<file path="config.mk">
export PLATFORM = sky130hd
export DESIGN_NAME = count_sequencer_flat
export DESIGN_NICKNAME = d
export VERILOG_FILES = /design/src/rtl/count_sequencer_if.sv /design/src/rtl/count_sequencer.sv /design/src/flat_wrapper.sv
export SDC_FILE = /design/constraint.sdc
export NUM_CORES = 1
export LEC_CHECK = 0
export CAP_MARGIN = 20
export CORE_MARGIN = 2
export CORE_UTILIZATION = 35
export CTS_CLUSTER_SIZE = 30
export DETAILED_ROUTE_END_ITERATION = 10
export PLACE_DENSITY = 0.49
export SYNTH_ARGS = -nofsm -noshare
export SYNTH_HDL_FRONTEND = slang
export SYNTH_SLANG_ARGS = --single-unit
export TNS_END_PERCENT = 50
</file>
<file path="constraint.sdc">
create_clock -name clk -period 4.2 [get_ports clk]
set_input_delay 0.84 -clock clk [delete_from_list [all_inputs] [get_ports clk]]
set_output_delay 0.84 -clock clk [all_outputs]
set_load 0.005 [all_outputs]
</file>
<file path="src/rtl/count_sequencer_if.sv">
// Handshake bundle between the count sequencer, the front-panel control
// logic and the 0..15 progressive counter block.
interface count_sequencer_if;
    logic       start;
    logic [3:0] runs;
    logic       initSignal;
    logic       finalSignal;
    logic [3:0] suma;
    logic       busy;
    logic       done;
    logic       error;
    logic [1:0] err_code;
    logic [3:0] runs_done;

    // Sequencer side: drives the counter launch and reports status.
    modport master (
        input  start, runs, finalSignal, suma,
        output initSignal, busy, done, error, err_code, runs_done
    );

    // Environment side: front panel plus counter block.
    modport slave (
        output start, runs, finalSignal, suma,
        input  initSignal, busy, done, error, err_code, runs_done
    );
endinterface

</file>
<file path="src/rtl/count_sequencer.sv">
// Initiator for the progressive-count handshake. Launches the counter with
// a held initSignal pulse, checks that suma climbs monotonically to 15 with
// finalSignal, releases the counter with a second pulse, and repeats for the
// requested number of runs. Protocol violations end the sequence with a
// sticky error and a code.
module count_sequencer #(
    parameter int HOLD_CYCLES = 64,
    parameter int TIMEOUT     = 65535
) (
    input  logic                clk,
    input  logic                reset,
    count_sequencer_if.master   bus
);
    localparam int              HOLD_W    = $clog2(HOLD_CYCLES + 1);
    localparam logic [HOLD_W-1:0] HOLD_LAST = HOLD_W'(HOLD_CYCLES - 1);
    localparam logic [15:0]     TMO_LAST  = 16'(TIMEOUT - 1);
    localparam logic [15:0]     TMO_MAX   = 16'(TIMEOUT);

    typedef enum logic [2:0] {
        S_IDLE     = 3'd0,
        S_LAUNCH   = 3'd1,
        S_WAIT_FIN = 3'd2,
        S_RELEASE  = 3'd3,
        S_WAIT_CLR = 3'd4,
        S_FAULT    = 3'd5
    } state_t;

    state_t            state_r, state_next;
    logic [HOLD_W-1:0] hold_r, hold_next;
    logic [15:0]       tmo_r, tmo_next;
    logic [3:0]        prev_r, prev_next;
    logic [3:0]        runs_lat_r, runs_lat_next;
    logic [3:0]        runs_done_r, runs_done_next;
    logic              init_r, init_next;
    logic              busy_r, busy_next;
    logic              done_r, done_next;
    logic              error_r, error_next;
    logic [1:0]        err_code_r, err_code_next;
    logic              fault_s;
    logic [1:0]        fault_code_s;

    // State and datapath registers; reset has priority over everything, including start.
    always_ff @(posedge clk) begin
        if (reset) begin
            state_r     <= S_IDLE;
            hold_r      <= '0;
            tmo_r       <= 16'd0;
            prev_r      <= 4'd0;
            runs_lat_r  <= 4'd1;
            runs_done_r <= 4'd0;
            init_r      <= 1'b0;
            busy_r      <= 1'b0;
            done_r      <= 1'b0;
            error_r     <= 1'b0;
            err_code_r  <= 2'd0;
        end else begin
            state_r     <= state_next;
            hold_r      <= hold_next;
            tmo_r       <= tmo_next;
            prev_r      <= prev_next;
            runs_lat_r  <= runs_lat_next;
            runs_done_r <= runs_done_next;
            init_r      <= init_next;
            busy_r      <= busy_next;
            done_r      <= done_next;
            error_r     <= error_next;
            err_code_r  <= err_code_next;
        end
    end

    // Next-state and next-output decode; a detected fault overrides whatever the state chose.
    always_comb begin
        state_next     = state_r;
        hold_next      = hold_r;
        tmo_next       = tmo_r;
        prev_next      = prev_r;
        runs_lat_next  = runs_lat_r;
        runs_done_next = runs_done_r;
        init_next      = 1'b0;
        busy_next      = busy_r;
        done_next      = 1'b0;
        error_next     = error_r;
        err_code_next  = err_code_r;
        fault_s        = 1'b0;
        fault_code_s   = 2'd0;

        case (state_r)
            S_IDLE: begin
                if (bus.start) begin
                    runs_lat_next  = (bus.runs == 4'd0) ? 4'd1 : bus.runs;
                    runs_done_next = 4'd0;
                    error_next     = 1'b0;
                    err_code_next  = 2'd0;
                    busy_next      = 1'b1;
                    init_next      = 1'b1;
                    hold_next      = '0;
                    state_next     = S_LAUNCH;
                end else begin
                    busy_next = 1'b0;
                end
            end

            S_LAUNCH, S_RELEASE: begin
                init_next = 1'b1;
                if (hold_r == HOLD_LAST) begin
                    // Pulse complete: fresh timeout window and monotonic baseline.
                    init_next  = 1'b0;
                    tmo_next   = 16'd0;
                    prev_next  = 4'd0;
                    state_next = (state_r == S_LAUNCH) ? S_WAIT_FIN : S_WAIT_CLR;
                end else begin
                    hold_next = hold_r + HOLD_W'(1);
                end
            end

            S_WAIT_FIN: begin
                prev_next = bus.suma;
                if ((bus.suma != prev_r) && (bus.suma != (prev_r + 4'd1))) begin
                    fault_s      = 1'b1;
                    fault_code_s = 2'd2;
                end else if (bus.finalSignal) begin
                    // finalSignal is evaluated ahead of the timeout so it wins a tie.
                    if (bus.suma == 4'd15) begin
                        init_next  = 1'b1;
                        hold_next  = '0;
                        state_next = S_RELEASE;
                    end else begin
                        fault_s      = 1'b1;
                        fault_code_s = 2'd3;
                    end
                end else if (tmo_r >= TMO_LAST) begin
                    fault_s      = 1'b1;
                    fault_code_s = 2'd1;
                end else begin
                    tmo_next = (tmo_r == TMO_MAX) ? tmo_r : (tmo_r + 16'd1);
                end
            end

            S_WAIT_CLR: begin
                if (!bus.finalSignal) begin
                    runs_done_next = runs_done_r + 4'd1;
                    if (runs_done_next == runs_lat_r) begin
                        done_next  = 1'b1;
                        busy_next  = 1'b0;
                        state_next = S_IDLE;
                    end else begin
                        init_next  = 1'b1;
                        hold_next  = '0;
                        state_next = S_LAUNCH;
                    end
                end else if (tmo_r >= TMO_LAST) begin
                    fault_s      = 1'b1;
                    fault_code_s = 2'd1;
                end else begin
                    tmo_next = (tmo_r == TMO_MAX) ? tmo_r : (tmo_r + 16'd1);
                end
            end

            S_FAULT: begin
                state_next = S_IDLE;
            end

            default: begin
                state_next = S_IDLE;
                busy_next  = 1'b0;
            end
        endcase

        state_next    = fault_s ? S_FAULT : state_next;
        error_next    = error_next | fault_s;
        err_code_next = fault_s ? fault_code_s : err_code_next;
        busy_next     = busy_next & ~fault_s;
        init_next     = init_next & ~fault_s;
    end

    // initSignal is gated by reset so the counter sees the drop without waiting for an edge.
    assign bus.initSignal = init_r & ~reset;
    assign bus.busy       = busy_r;
    assign bus.done       = done_r;
    assign bus.error      = error_r;
    assign bus.err_code   = err_code_r;
    assign bus.runs_done  = runs_done_r;
endmodule

</file>
<file path="src/flat_wrapper.sv">
// flat-port wrapper written by rule: the top's interface ports become plain ports
module count_sequencer_flat 
#(
    parameter int HOLD_CYCLES = 64,
    parameter int TIMEOUT     = 65535
)
  (clk, reset, bus_start, bus_runs, bus_finalSignal, bus_suma, bus_initSignal, bus_busy, bus_done, bus_error, bus_err_code, bus_runs_done);
  count_sequencer_if bus_i ();
  input  logic clk;
  input  logic reset;
  input wire logic [$bits(bus_i.start)-1:0] bus_start;
  input wire logic [$bits(bus_i.runs)-1:0] bus_runs;
  input wire logic [$bits(bus_i.finalSignal)-1:0] bus_finalSignal;
  input wire logic [$bits(bus_i.suma)-1:0] bus_suma;
  output wire logic [$bits(bus_i.initSignal)-1:0] bus_initSignal;
  output wire logic [$bits(bus_i.busy)-1:0] bus_busy;
  output wire logic [$bits(bus_i.done)-1:0] bus_done;
  output wire logic [$bits(bus_i.error)-1:0] bus_error;
  output wire logic [$bits(bus_i.err_code)-1:0] bus_err_code;
  output wire logic [$bits(bus_i.runs_done)-1:0] bus_runs_done;
  assign bus_i.start = bus_start;
  assign bus_i.runs = bus_runs;
  assign bus_i.finalSignal = bus_finalSignal;
  assign bus_i.suma = bus_suma;
  assign bus_initSignal = bus_i.initSignal;
  assign bus_busy = bus_i.busy;
  assign bus_done = bus_i.done;
  assign bus_error = bus_i.error;
  assign bus_err_code = bus_i.err_code;
  assign bus_runs_done = bus_i.runs_done;
  count_sequencer #(.HOLD_CYCLES(HOLD_CYCLES), .TIMEOUT(TIMEOUT)) u_core (.clk(clk), .reset(reset), .bus(bus_i));
endmodule
</file>
Word-level counts from Yosys, hierarchy flattened. Index checks and enable logic that the tools add are counted.

Word-level logic and storage cells: 132. Bits in registers: 44. Input port bits: 12. Output and inout bits: 10.

Muxes and demuxes: 60. Magnitude comparators: 1. Reduce and logical (&&, ||, !) cells: 21. Equal/unequal tests: 27. Bitwise operators: 7. $add $sub $neg: 4.

Operators by type and width (count): $mux W16 (6); $mux W7 (7); $pmux W16 S3 (1); $pmux W7 S4 (1); $mux W3 (8); $mux W1 (19); $add A16 B1 Y16 const B (1); $eq A16 B16 Y1 const B (1); $ge A16 B16 Y1 const B (1); $mux W4 (4); $ne A2 B2 Y1 const B (8); $pmux W4 S2 (2); $mux W2 (7); $ne A3 B2 Y1 const B (4); $pmux W3 S4 (1); $reduce_and A6 Y1 (2); $add A4 B1 Y4 const B (2); $ne A4 B4 Y1 (2); $reduce_and A8 Y1 (1); $reduce_bool A2 Y1 (4); $add A7 B1 Y7 const B (1); $eq A7 B6 Y1 const B (1); $eq A3 B2 Y1 const B (2); $eq A3 B3 Y1 const B (2); 23 further kinds (32).

Longest topological paths before layout.
Depth in word-level cells: 7. Mapped depth: 9. Depth with buffers taken out: 8.

Worst setup path before layout. No wires, ideal clock.

Kind: input port to flip-flop. Start point: input port bus_suma[3]. End point: register u_core.hold_r[1]. Arrival time: 2107 ps. Stages: 7. Path slack: 1976 ps. Setup time: 116 ps. Cells stage by stage: xnor2_1 nand4b_1 o211ai_2 a21oi_4 buf_6 o311a_1 a41o_1.

Longest elaborated chain between the ends: 4. Elaborated cells between the ends (all ways): 7.

Ends and longest elaborated chain: from (decl) (line flat_wrapper.sv:14) `input wire logic [$bits(bus_i.suma)-1:0] bus_suma;`; $ne A4 B4 Y1 (line count_sequencer.sv:118) `if ((bus.suma != prev_r) && (bus.suma != (prev_r + 4'd1))) begin`; $logic_and A1 B1 Y1 (line count_sequencer.sv:118); $ne A2 B2 Y1 (no source line); $reduce_and A8 Y1 (no source line) (*); to (signal assigned) (line count_sequencer.sv:58) `hold_r <= hold_next;`; to (decl) (line count_sequencer.sv:29) `logic [HOLD_W-1:0] hold_r, hold_next;`.

Mark *: on every way between the ends. The rest lies on a longest branch, timed or not. A chain may end at the register's enable or synchronous reset.

Final worst setup path.
Start point: input port reset. End point: output port bus_initSignal.

Longest elaborated chain between the ends: 2.

Ends and longest elaborated chain: from (decl) (line flat_wrapper.sv:10) `input logic reset;`; $not A1 Y1 (line count_sequencer.sv:177) `assign bus.initSignal = init_r & ~reset;`; $and A1 B1 Y1 (line count_sequencer.sv:177); to (decl) (line flat_wrapper.sv:15) `output wire logic [$bits(bus_i.initSignal)-1:0] bus_initSignal;`.

Every way passes these cells.

==> run_results.csv <==
group,metric,value,unit
outcome,status,"completed",
route,drtIter0Drc,111,
timing,rsz0062_at_grt,"no",
power_and_ir_drop,p_leak,0.999,nW
die,die_w,88.5,um
power_and_ir_drop,power,0.782,mW
die,dieHeight,88.5,um
timing,finalCriticalPeriod,2770,ps
cts,cts_resized,0,
timing,period_share,66.0,%
die,initial_core_util,36.5,%
synthesis,async_flop_share,0,%
place,dpl.hpwl,4.39,mm
global_route,track_usage,16.5,%
final_layout,most-common-layout-cells,"dfxtp_1, nand2_1, nor2_1",
route,via_per_inst,5.43,
cts,cts_htree_levels,2,
final_layout,diodes,0,
worst_setup_path,critical_path_class,"input port to output pin",
place,dpl-instance-area,0.00277,mm2
worst_setup_path,worst_ep_arrival_time,1930,ps
cts,clock-sinks,44,
job,maxCapViolations,0,
die,coreArea,0.00683,mm2
timing,worst_clock_skew,7.05,ps
cts,cts_tree,"yes",
cts,cts_max_path_buffers,2,
final_layout,final_common_cell,"dfxtp_1",
cts,insertion_delay,300,ps
synthesis,synthXorXnorAreaFrac,5.21,%
timing,max_slew_margin,58.7,%
synthesis,synthMuxAreaShare,0.852,%
worst_setup_path,worstPathRequired,3360,ps
global_route,antenna_found_initial,0,
timing,hold_viol_final,0,
cts,clock-root-buffer,"clkbuf_8",
worst_setup_path,crit_path_end_kind,"output pin",
global_route,grt_pass1_wl,10.2,mm
route,dr.pass1.iters,4,
synthesis,syn-instance-count,309,
synthesis,synth_compound_gate_area_share,20.1,%
synthesis,netlist_area,0.00250,mm2
synthesis,synth_edf_count,0,
die,boundaryPins,22,
worst_setup_path,startpoint_type,"input port",
final_layout,n_fill_cell,749,
route,wl_per_cell,14.4,um
synthesis,synth_top_family_by_area,"simple AND/OR/NAND/NOR gates",
die,rows,30,
synthesis,ys_seq_elements,44,
synthesis,ys.flop_type,"dfxtp_1",
die,dieArea,0.00782,mm2
timing,fmax,0.361,GHz
route,wl,6.09,mm
final_layout,drive_gt1_share,7.06,%
synthesis,synthSimpleGateAreaFrac,32.5,%
timing,fin_tns_setup,0,ps
route,drc,0,
timing,tightest_slew,615,ps
synthesis,yosys_warnings,0,
cts,numCtsBuffers,5,
global_route,grt_pass1_vias,2120,
final_layout,nNetsFinal,343,
global_route,overflow,0,
timing,setup_violations,0,
global_route,grt_max_degree,31,
synthesis,ys_types,60,
route,ant_nets,0,
cts,post_cts_buffers,0,
synthesis,synth.avg_cell_area,8.08,um2
cts,clk_pin_slew,80,ps
timing,slew_viol_final,0,
power_and_ir_drop,irDropWorstVdd,0.000113,V
place,gp_congestion,0.801,
route,vias,2292,
cts,cts_hold_buf,0,
hold_path,hp-class,"flip-flop to flip-flop",
final_layout,area_growth_syn_to_layout,13.9,%
synthesis,seq_area_frac_synth,35.3,%
place,port_buffers,21,
worst_setup_path,worstPathMaxFanout,2,
final_layout,fin_area,0.00284,mm2
synthesis,synth_adder_area_share,2.51,%
timing,hold-worst-slack,432,ps
power_and_ir_drop,power-per-cell-area,275,mW/mm2
synthesis,syn_nets,326,
-- where the power goes --
part	leakage [nW]	switching, mW	internal, mW	total [mW]
combinational	0.602	0.0581	0.0353	0.0934
clock	0.0410	0.143	0.113	0.257
sequential	0.356	0.00773	0.424	0.432
total	0.999	0.209	0.572	0.782
-- stage by stage --
step / util (%) / worst slack [ps] / std cells
3_5_place_dp: 40.5 / 1200 / 415
2_1_floorplan: - / 1980 / 309
3_3_place_gp: 40.5 / 1220 / 415
6_report: 41.6 / 1430 / 422
5_1_grt: 41.6 / 1320 / 422
4_1_cts: 41.6 / 1400 / 422
-- per-layer routing --
| metal | global-route usage [%] | up-vias | part of all wire [%] |
|---|---|---|---|
| met4 | 4.82 | 0 | 1.1 |
| met3 | 3.64 | 7 | 3.9 |
| li1 | - | 1186 | - |
| met5 | 0 | - | 0 |
| met1 | 23.4 | 1052 | 52 |
| met2 | 25.3 | 47 | 43 |
-- final cells by class --
class                      instances  area, um2  share of cell area, %
tap                               96        120                   4.23
inverter                           5       18.8                  0.660
sequential                        44        881                   31.0
multi-input combinational        248       1530                   53.7
clock inverter                     1       5.00                  0.176
timing repair buffer              22        218                   7.66
clock buffer                       6       72.6                   2.55
-- flip-flops by register name, summed over array words and instances, names as in the netlist --
register / count
u_core.init_r: 1
u_core.runs_lat_r: 4
u_core.state_r: 3
u_core.prev_r: 4
u_core.bus.done: 1
u_core.bus.error: 1
u_core.tmo_r: 16
u_core.bus.busy: 1
u_core.bus.err_code: 2
u_core.bus.runs_done: 4
u_core.hold_r: 7
-- path summary, 6_finish.rpt --
path,start,slack (ps),depth (start not counted),to
setup / recovery,reset,1430,3,bus_initSignal
hold / removal,u_core.hold_r[6]$_SDFFE_PP0P_,430,2,u_core.hold_r[6]$_SDFFE_PP0P_
setup reg to reg,u_core.state_r[2]$_SDFFE_PP0P_,1930,5,u_core.hold_r[1]$_SDFFE_PP0P_
hold reg to reg,u_core.hold_r[6]$_SDFFE_PP0P_,430,2,u_core.hold_r[6]$_SDFFE_PP0P_
-- kinds of logic (layout without fill, tap and decap cells) --
family                     count (synthesis)  after routing
adders and majority gates                  5              5
xor gates and xnor gates                  14             14
and+or+nand+nor                          152            152
AOI/OAI and AO/OA                         75             75
DFF                                       44             44
buffers and inverters                     17             34
muxes                                      2              2
-- critical path: stages --
cell	delay, ps
clkdlybuf4s50_1	450
nor2b_1	140
clkdlybuf4s50_1	510
-- cells in the mapped netlist (4+ instances only) --
cell | instances | area, um2
dfxtp_1 | 44 | 881
nand2_1 | 33 | 124
nor2_1 | 32 | 120
a21oi_1 | 25 | 125
nand3_1 | 15 | 75.1
nor3_1 | 11 | 55.1
or4_1 | 11 | 82.6
nand4_1 | 10 | 62.6
xnor2_1 | 8 | 70.1
and3_1 | 7 | 43.8
o211ai_1 | 6 | 45.0
o31ai_1 | 6 | 45.0
clkbuf_1 | 5 | 18.8
ha_1 | 5 | 62.6
inv_1 | 5 | 18.8
o21ai_0 | 5 | 25.0
xor2_1 | 5 | 43.8
a22oi_1 | 4 | 30.0
a31oi_1 | 4 | 25.0
buf_2 | 4 | 20.0
o21ai_1 | 4 | 20.0
No activity file was read; power rests on OpenSTA's default activity.
